==> src/rtl/rx_symbol_aligner.sv <==
// K28.5 comma aligner: searches all 10 bit offsets of the unaligned word stream and emits aligned symbols.
// Optional `ALIGN_LOSS_CNT_EN adds a saturating Loss_Count of LOCKED->UNLOCKED transitions.
module rx_symbol_aligner #(
    parameter logic [9:0]  COMMA_NEG    = 10'b00_1111_1010,
    parameter logic [9:0]  COMMA_POS    = 10'b11_0000_0101,
    parameter int unsigned LOCK_COUNT   = 3,
    parameter int unsigned MISALIGN_MAX = 4
) (
    input  logic       Recovered_Bit_Clk,
    input  logic       Rst_n,
    input  logic [9:0] Data_in,
    input  logic       Data_in_valid,
    output logic [9:0] Data_out,
    output logic       Data_out_valid,
    output logic       Comma_det,
    output logic       Locked,
`ifdef ALIGN_LOSS_CNT_EN
    output logic [7:0] Loss_Count,
`endif
    output logic [3:0] Offset
);

    localparam logic [3:0] LOCK_CNT_C = 4'(LOCK_COUNT);
    localparam logic [3:0] MIS_MAX_C  = 4'(MISALIGN_MAX);

    typedef enum logic [1:0] {
        ST_UNLOCKED = 2'd0,
        ST_CHECK    = 2'd1,
        ST_LOCKED   = 2'd2
    } state_t;

    function automatic logic is_comma(input logic [9:0] sym);
        return (sym == COMMA_NEG) || (sym == COMMA_POS);
    endfunction

    state_t      state_r, state_nxt_s;
    logic [9:0]  prev_r;
    logic [3:0]  offset_r, offset_nxt_s;
    logic [3:0]  good_cnt_r, good_nxt_s, good_inc_s;
    logic [3:0]  bad_cnt_r, bad_nxt_s, bad_inc_s;
    logic [19:0] window_s;
    logic [9:0]  match_s;
    logic [3:0]  first_hit_s;
    logic        hit_at_off_s;
    logic [3:0]  sel_off_s;
    logic [9:0]  data_sel_s;
    logic        loss_evt_s;
    logic [9:0]  data_out_r;
    logic        data_out_valid_r;
    logic        comma_det_r;
    logic        locked_r;

    // Candidate search over the 20-bit window: match vector, lowest hit, hit at latched offset
    always_comb begin
        window_s     = {Data_in, prev_r};
        match_s      = 10'd0;
        first_hit_s  = 4'd0;
        hit_at_off_s = 1'b0;
        for (int k = 0; k < 10; k++) begin
            match_s[k] = is_comma(window_s[k +: 10]);
        end
        for (int k = 9; k >= 0; k--) begin
            if (match_s[k]) begin
                first_hit_s = 4'(k);
            end else begin
                first_hit_s = first_hit_s;
            end
        end
        for (int k = 0; k < 10; k++) begin
            if (offset_r == 4'(k)) begin
                hit_at_off_s = match_s[k];
            end else begin
                hit_at_off_s = hit_at_off_s;
            end
        end
        good_inc_s = (good_cnt_r == 4'hF) ? 4'hF : good_cnt_r + 4'd1;
        bad_inc_s  = (bad_cnt_r == 4'hF) ? 4'hF : bad_cnt_r + 4'd1;
    end

    // Alignment FSM next-state; advances only on a valid strobe
    always_comb begin
        state_nxt_s  = state_r;
        offset_nxt_s = offset_r;
        good_nxt_s   = good_cnt_r;
        bad_nxt_s    = bad_cnt_r;
        sel_off_s    = offset_r;
        loss_evt_s   = 1'b0;
        if (Data_in_valid) begin
            case (state_r)
                ST_UNLOCKED: begin
                    if (|match_s) begin
                        offset_nxt_s = first_hit_s;
                        sel_off_s    = first_hit_s;
                        bad_nxt_s    = 4'd0;
                        if (LOCK_CNT_C == 4'd1) begin
                            state_nxt_s = ST_LOCKED;
                            good_nxt_s  = 4'd0;
                        end else begin
                            state_nxt_s = ST_CHECK;
                            good_nxt_s  = 4'd1;
                        end
                    end else begin
                        state_nxt_s = ST_UNLOCKED;
                    end
                end
                ST_CHECK: begin
                    if (hit_at_off_s) begin
                        if (good_inc_s >= LOCK_CNT_C) begin
                            state_nxt_s = ST_LOCKED;
                            good_nxt_s  = 4'd0;
                            bad_nxt_s   = 4'd0;
                        end else begin
                            good_nxt_s = good_inc_s;
                        end
                    end else if (|match_s) begin
                        offset_nxt_s = first_hit_s;
                        sel_off_s    = first_hit_s;
                        good_nxt_s   = 4'd1;
                    end else begin
                        state_nxt_s = ST_CHECK;
                    end
                end
                ST_LOCKED: begin
                    if (hit_at_off_s) begin
                        bad_nxt_s = 4'd0;
                    end else if (|match_s) begin
                        if (bad_inc_s >= MIS_MAX_C) begin
                            // Offset is kept until the next relatch in UNLOCKED
                            state_nxt_s = ST_UNLOCKED;
                            good_nxt_s  = 4'd0;
                            bad_nxt_s   = 4'd0;
                            loss_evt_s  = 1'b1;
                        end else begin
                            bad_nxt_s = bad_inc_s;
                        end
                    end else begin
                        state_nxt_s = ST_LOCKED;
                    end
                end
                default: begin
                    state_nxt_s = ST_UNLOCKED;
                    good_nxt_s  = 4'd0;
                    bad_nxt_s   = 4'd0;
                end
            endcase
        end else begin
            state_nxt_s = state_r;
        end
    end

    // Symbol extraction at the offset in force for this strobe
    always_comb begin
        data_sel_s = window_s[9:0];
        for (int k = 0; k < 10; k++) begin
            if (sel_off_s == 4'(k)) begin
                data_sel_s = window_s[k +: 10];
            end else begin
                data_sel_s = data_sel_s;
            end
        end
    end

    // State, counters and registered outputs
    always_ff @(posedge Recovered_Bit_Clk or negedge Rst_n) begin
        if (!Rst_n) begin
            state_r          <= ST_UNLOCKED;
            prev_r           <= 10'd0;
            offset_r         <= 4'd0;
            good_cnt_r       <= 4'd0;
            bad_cnt_r        <= 4'd0;
            data_out_r       <= 10'd0;
            data_out_valid_r <= 1'b0;
            comma_det_r      <= 1'b0;
            locked_r         <= 1'b0;
        end else begin
            state_r          <= state_nxt_s;
            offset_r         <= offset_nxt_s;
            good_cnt_r       <= good_nxt_s;
            bad_cnt_r        <= bad_nxt_s;
            locked_r         <= (state_nxt_s == ST_LOCKED);
            data_out_valid_r <= Data_in_valid && (state_r != ST_UNLOCKED);
            comma_det_r      <= Data_in_valid && (state_r != ST_UNLOCKED) && is_comma(data_sel_s);
            if (Data_in_valid) begin
                prev_r     <= Data_in;
                data_out_r <= data_sel_s;
            end
        end
    end

`ifdef ALIGN_LOSS_CNT_EN
    logic [7:0] loss_cnt_r;

    // Saturating count of lock losses
    always_ff @(posedge Recovered_Bit_Clk or negedge Rst_n) begin
        if (!Rst_n) begin
            loss_cnt_r <= 8'd0;
        end else if (loss_evt_s && (loss_cnt_r != 8'hFF)) begin
            loss_cnt_r <= loss_cnt_r + 8'd1;
        end
    end

    assign Loss_Count = loss_cnt_r;
`endif

    assign Data_out       = data_out_r;
    assign Data_out_valid = data_out_valid_r;
    assign Comma_det      = comma_det_r;
    assign Locked         = locked_r;
    assign Offset         = offset_r;

endmodule
==> config.mk <==
export PLATFORM = sky130hd
export DESIGN_NAME = rx_symbol_aligner
export DESIGN_NICKNAME = d
export VERILOG_FILES = /design/src/rtl/rx_symbol_aligner.sv
export SDC_FILE = /design/constraint.sdc
export NUM_CORES = 1
export LEC_CHECK = 0
export BUFFER_PORTS_ARGS = -buffer_cell sky130_fd_sc_hd__buf_2
export CAP_MARGIN = 20
export CORE_MARGIN = 2
export CORE_UTILIZATION = 50
export CTS_CLUSTER_DIAMETER = 50
export DETAILED_ROUTE_END_ITERATION = 10
export GPL_ROUTABILITY_DRIVEN = 0
export HOLD_SLACK_MARGIN = 0.06
export PLACE_DENSITY = 0.78
export SKIP_LAST_GASP = 1
export SLEW_MARGIN = 20
export SYNTH_ARGS = -nofsm -noshare
export SYNTH_HDL_FRONTEND = slang
export SYNTH_SLANG_ARGS = --single-unit
==> constraint.sdc <==
create_clock -name Recovered_Bit_Clk -period 4.7 [get_ports Recovered_Bit_Clk]
set_input_delay 0.47 -clock Recovered_Bit_Clk [delete_from_list [all_inputs] [get_ports Recovered_Bit_Clk]]
set_output_delay 0.47 -clock Recovered_Bit_Clk [all_outputs]
set_load 0.005 [all_outputs]
After elaboration in Yosys (flattened, before gate mapping)
Index checks and enable logic that the tools add are counted.

storage, ports and cells
  flip-flop bits (word level) = 37
  input bits = 13
  output and inout bits = 17
  logic and storage cells = 142

operators by class
  add/sub/neg operators = 2
  magnitude comparators = 2
  equality and inequality tests = 52
  multiplexer cells = 58
  reductions and logical operators = 19

operator list
  cell                    count
  $eq A10 B10 Y1 const B  11
  $eq A10 B8 Y1 const B   11
  $mux W4                 27
  $mux W10                9
  $eq A4 B3 Y1 const B    8
  $eq A4 B4 Y1 const B    6
  $pmux W4 S3             2
  $eq A4 B2 Y1 const B    4
  $mux W2                 7
  $ne A2 B2 Y1 const B    6
  $logic_or A1 B1 Y1      11
  $mux W1                 11
  $reduce_or A10 Y1       1
  $add A4 B1 Y4 const B   2
  $eq A4 B1 Y1 const B    2
  $pmux W4 S2             1
  $pmux W2 S3             1
  $reduce_and A5 Y1       1
  $eq A2 B2 Y1 const B    2
  $ge A4 B2 Y1 const B    1
  $ge A4 B3 Y1 const B    1
  $logic_not A4 Y1        1
  $reduce_and A4 Y1       1
  $ne A3 B3 Y1 const B    1
  4 further kinds         5

Depth between registers and ports, before layout
  depth in word-level cells = 29
  depth in mapped cells = 18
  mapped depth without buffers = 15

Worst setup path after synthesis
Ideal clock, no wire load.

  path kind = input -> register
  start point = input Data_in[2]
  end point = register comma_det_r, in the netlist Comma_det
  library setup time = 0.092 ns
  arrival time = 3.587 ns
  data required time = 4.608 ns
  path slack = 1.021 ns
  stages = 17
  buffers on the path = 4
  cells stage by stage = buf_2 -> buf_6 -> nand4b_1 -> nor4_1 -> o211ai_1 -> o2111ai_2 -> o311a_4 -> or3_1 -> buf_6 -> and3_4 -> buf_6 -> a22oi_1 -> nor2_1 -> a311oi_2 -> nand3_1 -> or3_1 -> o31ai_2

between the ends
  longest elaborated chain between the ends = 29
  elaborated cells between the ends (all ways) = 65
  classes of those cells = eq/ne (25); mux (30); reduce/logical (10)

RTL lines
  what                                                    RTL line  RTL
  start, declared                                         11        input logic [9:0] Data_in,
  $eq A10 B8 Y1 / $eq A10 B10 Y1 (equally long branches)  33        return (sym == COMMA_NEG) || (sym == COMMA_POS);
  $logic_or A1 B1 Y1                                      33
  $mux W4 (10 in a row)                                   63        if (match_s[k]) begin
  $mux W4                                                 91, 115
  $mux W4                                                 -
  $pmux W4 S2                                             -
  $mux W4                                                 -
  $eq A4 B1 Y1                                            155       if (sel_off_s == 4'(k)) begin
  $mux W10 (8 in a row)                                   155
  $mux W10 *                                              155
  $eq A10 B8 Y1 / $eq A10 B10 Y1 (equally long branches)  33
  $logic_or A1 B1 Y1 *                                    33
  $logic_and A1 B1 Y1 *                                   182       comma_det_r <= Data_in_valid && (state_r != ST_UNLOCKED) && is_comma(data_sel_s);
  end signal, assigned                                    182
  end, declared                                           50        logic comma_det_r;

Every way passes the cells marked *; elsewhere a longest branch is shown, timed or not.
A chain may end at the register's enable or synchronous reset.

Final worst setup path
  start point = register prev_r[4]
  end point = register comma_det_r, in the netlist Comma_det

between the ends
  longest elaborated chain between the ends = 28
  elaborated cells between the ends (all ways) = 57
  classes of those cells = eq/ne (21); mux (28); reduce/logical (8)

RTL lines
  what                                                    RTL line  RTL
  start, declared                                         37        logic [9:0] prev_r;
  start signal, assigned                                  184       prev_r <= Data_in;
  $eq A10 B8 Y1 / $eq A10 B10 Y1 (equally long branches)  33
  $logic_or A1 B1 Y1                                      33
  $mux W1 (10 in a row)                                   70        if (offset_r == 4'(k)) begin
  $mux W4                                                 -
  $pmux W4 S2                                             -
  $mux W4                                                 -
  $eq A4 B1 Y1                                            155
  $mux W10 (8 in a row)                                   155
  $mux W10 *                                              155
  $eq A10 B8 Y1 / $eq A10 B10 Y1 (equally long branches)  33
  $logic_or A1 B1 Y1 *                                    33
  $logic_and A1 B1 Y1 *                                   182

Marked as above.

==> summary.md <==
| Metric | Value |
|---|---|
| Clock latency on the worst-skew pair | `around 0.30 ns` |
| Class of the most critical setup path | `register to register` |
| Boundary pin count | `30` |
| Post-cts hold buffer count | `0` |
| Overall die height | `94.25 um` |
| Clock-pin slew on the worst setup and hold paths | `0.08 ns` |
| GR Overflow Total | `0` |
| Clock Tree Buf Depth | `2` |
| Initial antenna violation count | `0` |
| Run status | `finished, final reports clean` |
| Post-route DRC | `0` |
| Main flop type after synthesis | `dfrtp_1` |
| Standby leakage power | `roughly 1.6 nW` |
| Final period utilization | `98.80%` |
| Flops & latches, synth | `37` |
| Violation count after the first detailed-route iteration | `between 1000 and 1500` |
| Global-route total usage across every layer | `31.24%` |
| Synth async-reset ratio | `100.0%` |
| Final HPWL from detailed placement | `roughly 9.6 mm` |
| Wire per inst | `22.34 um` |
| PortBufs | `29` |
| Type of destination of the critical path | `register` |
| Total clock buffers created by CTS | `5` |
| Min Clock Period, post-route | `between 4 and 5 ns` |
| Final number of max-transition violations | `0` |
| Worst vdd rail ir drop | `around 0.27 mV` |
| Count of non-filler cells in the finished layout | `just over 600` |
| Wirelength, routed | `~14 mm` |
| Worst min-delay path class | `input pin to async pin` |
| H-tree depth | `2` |
| Vias per cell | `~7.5` |
| Maximum net fanout on the critical path | `12` |
| Post-synthesis instance area | `a little over 4000 um2` |
| Die Width | `around 94 um` |
| Placeable Area | `a little under 8000 um2` |
| Relative slew slack | `40.51%` |
| Antenna fix cells | `0` |
| Largest cells by area after synthesis | `dfrtp_1 (23%), nand2_1 (3.7%), nor2_1 (3.4%), a21oi_1 (3.3%), o21ai_0 (3.3%)` |
| Share of cells above drive strength 1 | `22.50%` |
| Total design power | `~1.7 mW` |
| Hold violation count in the final report | `0` |
| Resize count post-CTS | `0` |
| Layout overhead on the synthesized area | `7.127%` |
| Average size of a mapped cell | `between 8 and 9 um2` |
| Req. time, crit path | `4.91 ns` |
| Slew at the pin closest to its max-slew limit | `~0.89 ns` |
| Root cell of the clock tree | `clkbuf_8` |
| Maximum number of pins on one net before global-route repair | `38` |
| Dpl cells | `about 600` |
| Vias in the first global route | `roughly 4300` |
| Leading area contributor after synthesis | `dfrtp_1` |
| Number of nets produced by synthesis | `slightly above 500` |
| Effective utilization at floorplan | `between 50% and 60%` |
| Setup Total Neg Slack | `0 ns` |
| Row Count | `32` |
| Sequential element share of the synthesized area | `approximately 23%` |
| Post-synthesis instance total | `around 500` |
| RSZ-0062 raised after global routing | `no` |
| Post-synthesis cell type count | `100` |
| Placed Instance Area | `between 4000 and 5000 um2` |
| Warnings from Yosys | `0` |
| Fin nets | `about 530` |
| Clock tree from TritonCTS | `done` |
| Global-route wire length before repair | `21.90 mm` |
| Cell with the most instances after synthesis | `nand2_1` |
| Crit path launch type | `register` |
| Pwr dens | `between 300 and 400 nW/um2` |
| Number of setup buffers added after CTS | `0` |
| 1st-pass router iterations | `10` |
| Area of all placed cells without fillers | `approximately 4400 um2` |
| Clock sink count | `37` |
| Remaining antenna violation count | `0` |
| Worst endpoint data arrival time | `4.86 ns` |
| Vias after detailed routing | `about 4600` |
| Full die area | `8883 um2` |
| Area fraction of the dominant cell type after synthesis | `22.73%` |
| Achievable frequency | `approximately 0.22 GHz` |
| Max capacitance violation total | `0` |
| Cell types with the highest counts after synthesis | `nand2_1 (40), dfrtp_1 (37), nor2_1 (37)` |
| Count of flip-flops with a built-in enable after synthesis | `0` |
| Final Skew | `0.01018 ns` |
| Final setup vio count | `0` |
==> stage by stage <==
step	util (%)	worst slack, ns	hold slack [ns]
floorplan	-	1.021	0.1744
global placement	53.93	0.1766	0.4692
detailed placement	53.93	0.2105	0.4745
CTS	55.46	0.1906	0.3154
global route	55.88	0.002669	0.3568
finish	55.88	0.05636	0.2802
==> flip-flops by register name, summed over array words and instances (netlist names) <==
signal / cells
Locked: 1
good_cnt_r: 4
state_r: 2
Data_out: 10
Comma_det: 1
Offset: 4
prev_r: 10
bad_cnt_r: 4
Data_out_valid: 1
==> critical path, cell delays in order, from the launching register on <==
cell and delay, ns:
dfrtp_1 0.73, nand4b_1 0.25, or4_1 0.59, o41ai_4 0.12
o221a_2 0.32, o311a_4 0.22, nor2_4 0.08, a21boi_4 0.41
o21ai_1 0.42, o32ai_1 0.46, a2bb2oi_1 0.17, o31ai_4 0.11
nand3_1 0.12, or3_1 0.33, o31ai_2 0.21
==> power breakdown <==
part / internal [mW] / switching (mW)
Sequential: 0.395 / 0.0930
Combinational: 0.344 / 0.558
Clock: 0.173 / 0.127
Total: 0.912 / 0.778
==> cell usage in the layout (no fill, tap or decap), types with 5 or more instances in the layout <==
master,count
a21oi_1,27
inv_1,19
buf_2,29
or3_1,6
mux2i_1,6
a32oi_1,5
nand4_1,8
nand3_1,18
nand4b_1,6
buf_4,15
o21ai_0,27
nor2_1,37
nor4_1,7
o31ai_1,7
nor2_4,5
nand2_1,40
nor2b_1,8
o21ai_1,5
nor3_1,17
clkbuf_8,6
mux2_2,10
a22oi_1,5
nand2b_1,6
dfrtp_1,35
o22ai_1,10
a31oi_1,7
==> layout make-up <==
type | instances | area (um2)
Fill cell | 724 | 3445
Multi-Input combinational cell | 399 | 2841
Sequential cell | 37 | 928.4
Timing Repair Buffer | 44 | 257.7
Tap cell | 102 | 127.6
Inverter | 23 | 87.58
Clock buffer | 6 | 82.58
Clock inverter | 2 | 37.54
==> worst paths after layout <==
check | startpoint | to | depth (start not counted) | slack [ns]
max in group asynchronous | Rst_n | prev_r[6] | 1 | 3.83
min in group Recovered_Bit_Clk | Data_in[9] | prev_r[9] | 2 | 0.40
setup reg to reg | prev_r[4] | Comma_det | 14 | 0.06
hold / removal | Rst_n | Locked | 1 | 0.28
hold reg to reg | bad_cnt_r[3] | bad_cnt_r[3] | 1 | 0.49
setup / recovery | prev_r[4] | Comma_det | 14 | 0.06
==> cells by family after synthesis <==
logic type | count (synthesis) | share of synthesized area (%)
compound gates | 169 | 32.32
xor+xnor | 1 | 0.2151
fa+ha+maj | 2 | 0.6143
buf+inv | 61 | 8.234
flops | 37 | 22.73
mux | 16 | 4.240
simple gates | 211 | 31.64
==> metal layers <==
metal / part of all wire (%) / vias up / global-route usage [%]
met5: 0 / - / 0
met4: 7.3 / 0 / 15.10
met3: 13 / 127 / 6.661
met2: 42 / 423 / 49.17
met1: 38 / 2063 / 40.58
li1: - / 1961 / -
Note: power is estimated with default switching activity, not from simulation.
